===== config.mk =====
export PLATFORM = sky130hd
export DESIGN_NAME = phy_speed_monitor
export DESIGN_NICKNAME = d
export VERILOG_FILES = /design/src/rtl/phy_speed_monitor.sv
export SDC_FILE = /design/constraint.sdc
export NUM_CORES = 1
export LEC_CHECK = 0
export BUFFER_PORTS_ARGS = -buffer_cell sky130_fd_sc_hd__buf_2
export CORE_ASPECT_RATIO = 1.25
export CORE_MARGIN = 8
export CORE_UTILIZATION = 55
export CTS_CLUSTER_SIZE = 25
export DETAILED_ROUTE_END_ITERATION = 8
export HOLD_SLACK_MARGIN = 0.12
export PLACE_DENSITY = 0.75
export SLEW_MARGIN = 40
export SYNTH_ARGS = -nofsm -noshare
export SYNTH_HDL_FRONTEND = slang
export SYNTH_SLANG_ARGS = --single-unit

===== constraint.sdc =====
create_clock -name clk -period 3.25 [get_ports clk]
set_input_delay 0.65 -clock clk [delete_from_list [all_inputs] [get_ports clk]]
set_output_delay 0.65 -clock clk [all_outputs]
set_load 0.02 [all_outputs]

===== src/rtl/phy_speed_monitor.sv =====
// MDIO poller: periodically reads a PHY status register and decodes link, speed and duplex.
// Defining PHY_SPEED_MON_CHANGE_IRQ_EN adds irq_ack/change_irq for status-change interrupts.
module phy_speed_monitor #(
  parameter int         MDC_DIV     = 10,
  parameter logic [4:0] PHY_ADDR    = 5'd0,
  parameter logic [4:0] STATUS_REG  = 5'd17,
  parameter int         POLL_CYCLES = 1000000
) (
  input  logic        clk,
  input  logic        reset,
  input  logic        enable,
  input  logic        mdio_in,
`ifdef PHY_SPEED_MON_CHANGE_IRQ_EN
  input  logic        irq_ack,
  output logic        change_irq,
`endif
  output logic        mdc,
  output logic        mdio_out,
  output logic        mdio_oen,
  output logic        eth_mode,
  output logic        ena_10,
  output logic        link_up,
  output logic        full_duplex,
  output logic        busy,
  output logic        rd_valid,
  output logic [15:0] rd_data,
  output logic        no_ack
);

  localparam int                WAIT_W    = (POLL_CYCLES > 1) ? $clog2(POLL_CYCLES) : 1;
  localparam logic [WAIT_W-1:0] WAIT_LAST = WAIT_W'(POLL_CYCLES - 1);
  localparam logic [7:0]        DIV_LAST  = 8'(MDC_DIV - 1);
  localparam logic [13:0]       CMD_WORD  = {2'b01, 2'b10, PHY_ADDR, STATUS_REG};

  typedef enum logic [2:0] {S_IDLE, S_WAIT, S_PRE, S_CMD, S_TA, S_DATA, S_DONE} state_t;

  state_t            state_q, state_d;
  logic [4:0]        bit_cnt_q, bit_cnt_d;
  logic [7:0]        div_cnt_q, div_cnt_d;
  logic [WAIT_W-1:0] wait_cnt_q, wait_cnt_d;
  logic [15:0]       shift_q, shift_d;
  logic [15:0]       rd_data_q, rd_data_d;
  logic              ta_bad_q, ta_bad_d;
  logic              mdc_q, mdc_d;
  logic              mdio_out_q, mdio_out_d;
  logic              mdio_oen_q, mdio_oen_d;
  logic              eth_mode_q, eth_mode_d;
  logic              ena_10_q, ena_10_d;
  logic              link_up_q, link_up_d;
  logic              full_duplex_q, full_duplex_d;
  logic              busy_q, busy_d;
  logic              rd_valid_q, rd_valid_d;
  logic              no_ack_q, no_ack_d;
`ifdef PHY_SPEED_MON_CHANGE_IRQ_EN
  logic              change_irq_q, change_irq_d;
`endif

  logic in_frame, tick, mdc_rise, mdc_fall;

  assign in_frame = (state_q == S_PRE) || (state_q == S_CMD) ||
                    (state_q == S_TA)  || (state_q == S_DATA);
  assign tick     = in_frame && (div_cnt_q == DIV_LAST);
  assign mdc_rise = tick && !mdc_q;
  assign mdc_fall = tick && mdc_q;

  always_comb begin
    state_d       = state_q;
    bit_cnt_d     = bit_cnt_q;
    div_cnt_d     = div_cnt_q;
    wait_cnt_d    = wait_cnt_q;
    shift_d       = shift_q;
    rd_data_d     = rd_data_q;
    ta_bad_d      = ta_bad_q;
    mdc_d         = mdc_q;
    mdio_out_d    = mdio_out_q;
    mdio_oen_d    = mdio_oen_q;
    eth_mode_d    = eth_mode_q;
    ena_10_d      = ena_10_q;
    link_up_d     = link_up_q;
    full_duplex_d = full_duplex_q;
    no_ack_d      = no_ack_q;
    rd_valid_d    = 1'b0;

    if (in_frame) begin
      if (tick) begin
        mdc_d     = ~mdc_q;
        div_cnt_d = '0;
      end else begin
        div_cnt_d = div_cnt_q + 8'd1;
      end
    end

    case (state_q)
      S_IDLE: begin
        if (enable) begin
          state_d    = S_PRE;
          bit_cnt_d  = '0;
          div_cnt_d  = '0;
          mdc_d      = 1'b0;
          mdio_out_d = 1'b1;
          mdio_oen_d = 1'b0;
        end
      end
      S_WAIT: begin
        if (!enable) begin
          state_d   = S_IDLE;
          bit_cnt_d = '0;
          div_cnt_d = '0;
        end else if (wait_cnt_q == WAIT_LAST) begin
          state_d    = S_PRE;
          bit_cnt_d  = '0;
          div_cnt_d  = '0;
          mdc_d      = 1'b0;
          mdio_out_d = 1'b1;
          mdio_oen_d = 1'b0;
        end else begin
          wait_cnt_d = wait_cnt_q + WAIT_W'(1);
        end
      end
      S_PRE: begin
        if (mdc_fall) begin
          if (bit_cnt_q == 5'd31) begin
            state_d    = S_CMD;
            bit_cnt_d  = '0;
            mdio_out_d = CMD_WORD[13];
          end else begin
            bit_cnt_d  = bit_cnt_q + 5'd1;
            mdio_out_d = 1'b1;
          end
        end
      end
      S_CMD: begin
        if (mdc_fall) begin
          if (bit_cnt_q == 5'd13) begin
            state_d    = S_TA;
            bit_cnt_d  = '0;
            mdio_out_d = 1'b1;
            mdio_oen_d = 1'b1;
          end else begin
            bit_cnt_d  = bit_cnt_q + 5'd1;
            mdio_out_d = CMD_WORD[4'd12 - bit_cnt_q[3:0]];
          end
        end
      end
      S_TA: begin
        // Only the second turnaround bit is meaningful: the PHY must pull it low.
        if (mdc_rise && (bit_cnt_q == 5'd1)) begin
          ta_bad_d = mdio_in;
        end
        if (mdc_fall) begin
          if (bit_cnt_q == 5'd1) begin
            bit_cnt_d = '0;
            if (ta_bad_q) begin
              state_d  = S_DONE;
              no_ack_d = 1'b1;
            end else begin
              state_d = S_DATA;
            end
          end else begin
            bit_cnt_d = bit_cnt_q + 5'd1;
          end
        end
      end
      S_DATA: begin
        if (mdc_rise) begin
          shift_d = {shift_q[14:0], mdio_in};
        end
        if (mdc_fall) begin
          if (bit_cnt_q == 5'd15) begin
            state_d    = S_DONE;
            bit_cnt_d  = '0;
            rd_valid_d = 1'b1;
            rd_data_d  = shift_q;
            no_ack_d   = 1'b0;
            link_up_d  = shift_q[10];
            if (shift_q[11]) begin
              full_duplex_d = shift_q[13];
              case (shift_q[15:14])
                2'b10:   begin eth_mode_d = 1'b1; ena_10_d = 1'b0; end
                2'b01:   begin eth_mode_d = 1'b0; ena_10_d = 1'b0; end
                2'b00:   begin eth_mode_d = 1'b0; ena_10_d = 1'b1; end
                default: ;
              endcase
            end
          end else begin
            bit_cnt_d = bit_cnt_q + 5'd1;
          end
        end
      end
      S_DONE: begin
        state_d    = enable ? S_WAIT : S_IDLE;
        wait_cnt_d = '0;
        bit_cnt_d  = '0;
        div_cnt_d  = '0;
        mdc_d      = 1'b0;
      end
      default: state_d = S_IDLE;
    endcase

    busy_d = (state_d != S_IDLE) && (state_d != S_WAIT);

`ifdef PHY_SPEED_MON_CHANGE_IRQ_EN
    change_irq_d = change_irq_q & ~irq_ack;
    if (rd_valid_d && ((link_up_d != link_up_q) || (eth_mode_d != eth_mode_q) ||
                       (ena_10_d != ena_10_q))) begin
      change_irq_d = 1'b1;
    end
`endif
  end

  always_ff @(posedge clk or posedge reset) begin
    if (reset) begin
      state_q       <= S_IDLE;
      bit_cnt_q     <= '0;
      div_cnt_q     <= '0;
      wait_cnt_q    <= '0;
      shift_q       <= '0;
      rd_data_q     <= '0;
      ta_bad_q      <= 1'b0;
      mdc_q         <= 1'b0;
      mdio_out_q    <= 1'b1;
      mdio_oen_q    <= 1'b1;
      eth_mode_q    <= 1'b0;
      ena_10_q      <= 1'b0;
      link_up_q     <= 1'b0;
      full_duplex_q <= 1'b0;
      busy_q        <= 1'b0;
      rd_valid_q    <= 1'b0;
      no_ack_q      <= 1'b0;
`ifdef PHY_SPEED_MON_CHANGE_IRQ_EN
      change_irq_q  <= 1'b0;
`endif
    end else begin
      state_q       <= state_d;
      bit_cnt_q     <= bit_cnt_d;
      div_cnt_q     <= div_cnt_d;
      wait_cnt_q    <= wait_cnt_d;
      shift_q       <= shift_d;
      rd_data_q     <= rd_data_d;
      ta_bad_q      <= ta_bad_d;
      mdc_q         <= mdc_d;
      mdio_out_q    <= mdio_out_d;
      mdio_oen_q    <= mdio_oen_d;
      eth_mode_q    <= eth_mode_d;
      ena_10_q      <= ena_10_d;
      link_up_q     <= link_up_d;
      full_duplex_q <= full_duplex_d;
      busy_q        <= busy_d;
      rd_valid_q    <= rd_valid_d;
      no_ack_q      <= no_ack_d;
`ifdef PHY_SPEED_MON_CHANGE_IRQ_EN
      change_irq_q  <= change_irq_d;
`endif
    end
  end

  assign mdc         = mdc_q;
  assign mdio_out    = mdio_out_q;
  assign mdio_oen    = mdio_oen_q;
  assign eth_mode    = eth_mode_q;
  assign ena_10      = ena_10_q;
  assign link_up     = link_up_q;
  assign full_duplex = full_duplex_q;
  assign busy        = busy_q;
  assign rd_valid    = rd_valid_q;
  assign rd_data     = rd_data_q;
  assign no_ack      = no_ack_q;
`ifdef PHY_SPEED_MON_CHANGE_IRQ_EN
  assign change_irq  = change_irq_q;
`endif

endmodule


---- Yosys cells after proc, flatten, opt, wreduce, memory -nomap -nowiden ----
Memories as Yosys holds them, arrays and structs flattened.
Index checks and enable logic that the tools add are counted.
operators by class
  add/subtract/negate cells ............... 4
  order comparisons ....................... 1
  equal/unequal tests ..................... 28
  multiplexer cells ....................... 67
  bitwise gates (word level) .............. 1
  reductions and logical operators ........ 32
operators with widths
  operator               count
  $mux 5                 11
  $mux 20                2
  $mux 8                 5
  $pmux 20 s2            1
  $pmux 5 s7             1
  $mux 3                 11
  $mux 1                 27
  $pmux 8 s3             1
  $pmux 3 s7             1
  $add 20x1->20 const B  1
  $eq 20x20->1 const B   1
  $ne 2x2->1 const B     9
  $reduce_and 6->1       3
  $eq 5x4->1 const B     2
  $reduce_and 5->1       2
  $eq 3x3->1 const B     3
  $add 8x1->8 const B    1
  $eq 8x4->1 const B     1
  $reduce_bool 2->1      4
  $reduce_and 7->1       1
  $reduce_bool 7->1      1
  $eq 3x2->1 const B     2
  $ne 2x1->1 const B     3
  $pmux 1 s2             3
  25 further kinds       36
storage, ports and cells
  bits in registers ....................... 79
  memory bits (read-only) ................. 16
  input bits .............................. 4
  word-level logic and storage cells ...... 151
  memories ................................ 1
memory list
  name             words  bits a word  read ports  clocked after Yosys merged registers in  wr ports  RTL line  text
  (no name shown)  16     1            1           0                                        0         141       mdio_out_d = CMD_WORD[4'd12 - bit_cnt_q[3:0]];

---- Logic depth before layout (Yosys ltp) ----
  depth after elaboration ................. 10
  mapped depth ............................ 11
  gate-level depth less buffers ........... 10

---- Worst setup path after synthesis ----
Ideal clock, no wire load.
  kind .................................... reg-to-reg
  start ................................... reg div_cnt_q[4]
  end ..................................... reg rd_data_q[0] (netlist: rd_data[0])
  library setup time ...................... 0.125 ns
  data arrival time ....................... 2.420 ns
  data required time ...................... 3.125 ns
  path slack .............................. 0.705 ns
  cell stages (with the launch flop) ...... 10
  buffers on the path ..................... 2
  clock period less this slack ............ 2.545 ns
  cell sequence ........................... dfrtp_1 nor4_1 and4b_1 and2_1 ha_1 clkbuf_1 nand2_1 nor3_4 buf_4 mux2_2
on the way
  longest elaborated chain between the ends .. 4
ends and longest elaborated chain
  what                        RTL line  text
  from (decl)                 39        logic [7:0] div_cnt_q, div_cnt_d;
  from (signal assigned)      236       div_cnt_q <= div_cnt_d;
  $eq 8x4->1                  62        assign tick = in_frame && (div_cnt_q == DIV_LAST);
  $logic_and 1x1->1           62
  $logic_and 1x1->1           64        assign mdc_fall = tick && mdc_q;
  $reduce_and 3->1 (no line)  n/a
  to (signal assigned)        239       rd_data_q <= rd_data_d;
  to (decl)                   42        logic [15:0] rd_data_q, rd_data_d;
Every way passes these cells.
A chain may end at the register's enable or synchronous reset.

---- Final worst setup path ----
  start ................................... reg div_cnt_q[4]
  end ..................................... reg rd_data_q[14] (netlist: rd_data[14])
Same word-level chain as after synthesis.

==> flow_metrics.tcl <==
set metrics [dict create \
    drive_gt1_share_pct 28.0 \
    grt_max_degree 79 \
    status "complete, no violations" \
    routabilityCongestion 0.817 \
    dr.pass1.iters 4 \
    path_buf_inv 1 \
    ys.flop_type "dfrtp_1" \
    drt_first_iter_violations 189 \
    startpoint "div_cnt_q[4]" \
    multi_input_area_um2 2090 \
    clkPwrFrac_pct 42.8 \
    met2_usage_pct 28.0 \
    first_global_vias 3089 \
    pwr_density_cell_nw_per_um2 376 \
    clkSinkCount 78 \
    pwr-share-comb_pct 1.6 \
    yosysTopAreaCell "dfrtp_1" \
    routed_wl_um 8480 \
    ir_drop_v 0.000329 \
    ys_ff_latch 78 \
    power_mw 1.75 \
    synth_nets 401 \
    cts.htree.levels 3 \
    whs_ns 0.371 \
    fin_nets 432 \
    seq_power_share_pct 55.6 \
    cts_root_buf "clkbuf_8" \
    p_int_mw 1.34 \
    reg2reg_to "rd_data[14]" \
    grt_use_met3_pct 4.73 \
    num_rows 35 \
    fp.dieW_um 94.2 \
    grt_pass1_wl_um 14600 \
    antenna_left 0 \
    tns_ns 0 \
    synth.top_cell.area_share_pct 45.2 \
    r2r_cells 8 \
    finalSetupViolations 0 \
    endpoint "rd_data[14]" \
    cts_tree "yes" \
    seq_area_um2 1950 \
    crit_path_end_kind "register" \
    dp_hpwl_um 5980 \
    dieArea_um2 10700 \
    worst_pin_slew_ns 0.546 \
    fin_crit_ns 2.87 \
    swShare_pct 23.2 \
    avgSynthCellArea_um2 10.9 \
    start_util_pct 56.8 \
    critPathSlowestCell "dfrtp_1" \
    synthTopCellsByArea "dfrtp_1, mux2_2, ha_1" \
    p_sw_uw 406 \
    final_cell_mix "dfrtp_1, mux2_2, buf_2" \
    synthArstFlopShare_pct 100 \
    design.core.area_um2 7400 \
    die_y_um 114 \
    setup.worst_path.class "register to register" \
    slew_headroom_pct 63.6 \
    drv_cap 0 \
    crit_arrival_ns 3.12 \
    hold_viol_final 0 \
    grtUsageMet1_pct 20.4 \
    fillers 594 \
    antenna_found_initial 0 \
    start_kind "register" \
    syn2layout_area_growth_pct 10.5 \
    drc 0 \
    clkTransAtPathRegs_ns 0.09 \
    drv_slew 0 \
    cts_hold_buf 0 \
    cts_made_buffers 9 \
    grt_usage_pct 16.9 \
    layout_commonest_cell "dfrtp_1" \
    ys_seq_area_share_pct 46.5 \
    yosysUniqueCellTypes 76 \
    final.period_utilization_pct 88.5 \
    skew_ns 0.00896 \
    syn_inst 385 \
    syn_area_um2 4210 \
    cts_buffer_depth 2 \
    fmax_ghz 0.348 \
    post_drt_via_cell_ratio 5.96 \
    pin_count 30 \
    crit_chain "nor4_1, and4b_1, and2_1, ha_1, nand2_1, nor3_4, buf_4, mux2_2" \
    cpPeakStageDelay_ns 0.44 \
    diodes 0 \
    p_leak_nw 2.13 \
    rsz0062_at_grt "no" \
    top_usage_layer "met2" \
    final_core_util_pct 62.8 \
    via_count 3058 \
    path_depth 8 \
    worstSkewPairLatency_ns 0.35 \
    synth-edff-count 0 \
    required_ns 3.49 \
    rrSetupSlack_ns 0.38 \
    cts_setup_buffers 0 \
    yosys_warnings 0 \
    path_delay_family "simple AND/OR/NAND/NOR gates" \
    ctsResizeCount 0 \
    fin_ws_ns 0.375 \
    worstPathMaxFanout 11 \
    wl_per_cell_um 16.5 \
    crit-reg2reg-launch "div_cnt_q[4]" \
    hp-class "input pin to asynchronous set/reset pin" \
    gr-total-overflow 0 \
    pre_cts_slack_ns 0.363 \
    portBuffers 29 \
]
==> area by class of cell <==
type,instances,area share [%]
Tap cell,92,2.48
Clock buffer,9,2.67
Multi-Input combinational cell,273,45.0
Sequential cell,78,42.1
Inverter,17,1.37
Clock inverter,7,1.72
Timing Repair Buffer,37,4.68
==> power groups by stage <==
stage | clock [mW] | sequential [mW] | combinational [mW]
after floorplan | 0 | 0.991 | 0.0181
after global placement | 0 | 0.991 | 0.0283
after detailed placement | 0 | 0.991 | 0.0287
after CTS | 0.766 | 0.972 | 0.0287
after global routing | 0.811 | 0.972 | 0.0323
final | 0.748 | 0.972 | 0.0271
==> worst min-delay path by stage <==
| stage | cells past startpoint | slack [ns] | end | from |
|---|---|---|---|---|
| after global routing | 3 | 0.41 | div_cnt_q[0] | reset |
| after CTS | 3 | 0.38 | div_cnt_q[7] | reset |
| after global placement | 1 | 0.47 | mdio_oen | mdio_oen |
| final | 3 | 0.37 | full_duplex | reset |
| after detailed placement | 1 | 0.48 | mdio_oen | mdio_oen |
| after floorplan | 1 | 0.49 | shift_q[10] | shift_q[9] |
==> per-layer routing <==
metal / wire [um] / vias to the layer above
met3: 363 / 12
met4: 99 / 0
met5: 0 / -
li1: - / 1475
met2: 4220 / 67
met1: 3800 / 1504
==> through the flow <==
step / instances / instance area, um2
6_report: 513 / 4650
5_1_grt: 513 / 4650
4_1_cts: 513 / 4650
3_5_place_dp: 497 / 4440
3_3_place_gp: 497 / 4440
2_1_floorplan: 385 / 4210
==> state kept, by name (all words and copies together) (netlist names) <==
name and flops:
bit_cnt_q 5, busy 1, div_cnt_q 8, ena_10 1, eth_mode 1, full_duplex 1, mdc 1, mdio_oen 1
mdio_out 1, no_ack 1, rd_data 16, rd_valid 1, shift_q 16, state_q 3, ta_bad_q 1, wait_cnt_q 20
==> synthesized netlist by cell type, drive strengths merged (3+ instances only) <==
master and instances:
nand4 10, and4bb 3, a21oi 16, o2bb2ai 3, mux2i 5, o211ai 5
buf 15, nor4 5, and2 6, o31ai 5, a31o 3, o21ai 17
ha 12, xor2 9, nand2b 3, mux2 36, nor2 27, nand3b 4
and4 5, inv 17, a211oi 3, nor2b 5, a31oi 3, nand2 24
and3 6, nor3 4, xnor2 6, dfrtp 76, nand3 13
==> worst register-to-register path, stage by stage, from the launching register on <==
cell     delay [ns]
dfrtp_1        0.44
nor4_1         0.33
and4b_1        0.32
and2_1         0.18
ha_1           0.31
nand2_1        0.18
nor3_4         0.43
buf_4          0.24
mux2_2         0.34
==> cell families (layout without fill, tap and decap cells) <==
kind of cell | count (synthesis) | in the layout | synth area share, %
compound gates | 77 | 77 | 13.5
flops | 78 | 78 | 46.5
fa+ha+maj | 12 | 12 | 3.57
mux | 41 | 41 | 10.8
xor+xnor | 15 | 15 | 3.12
buf+inv | 34 | 70 | 3.78
simple gates | 128 | 128 | 18.7
(Power assumes the default switching activity.)
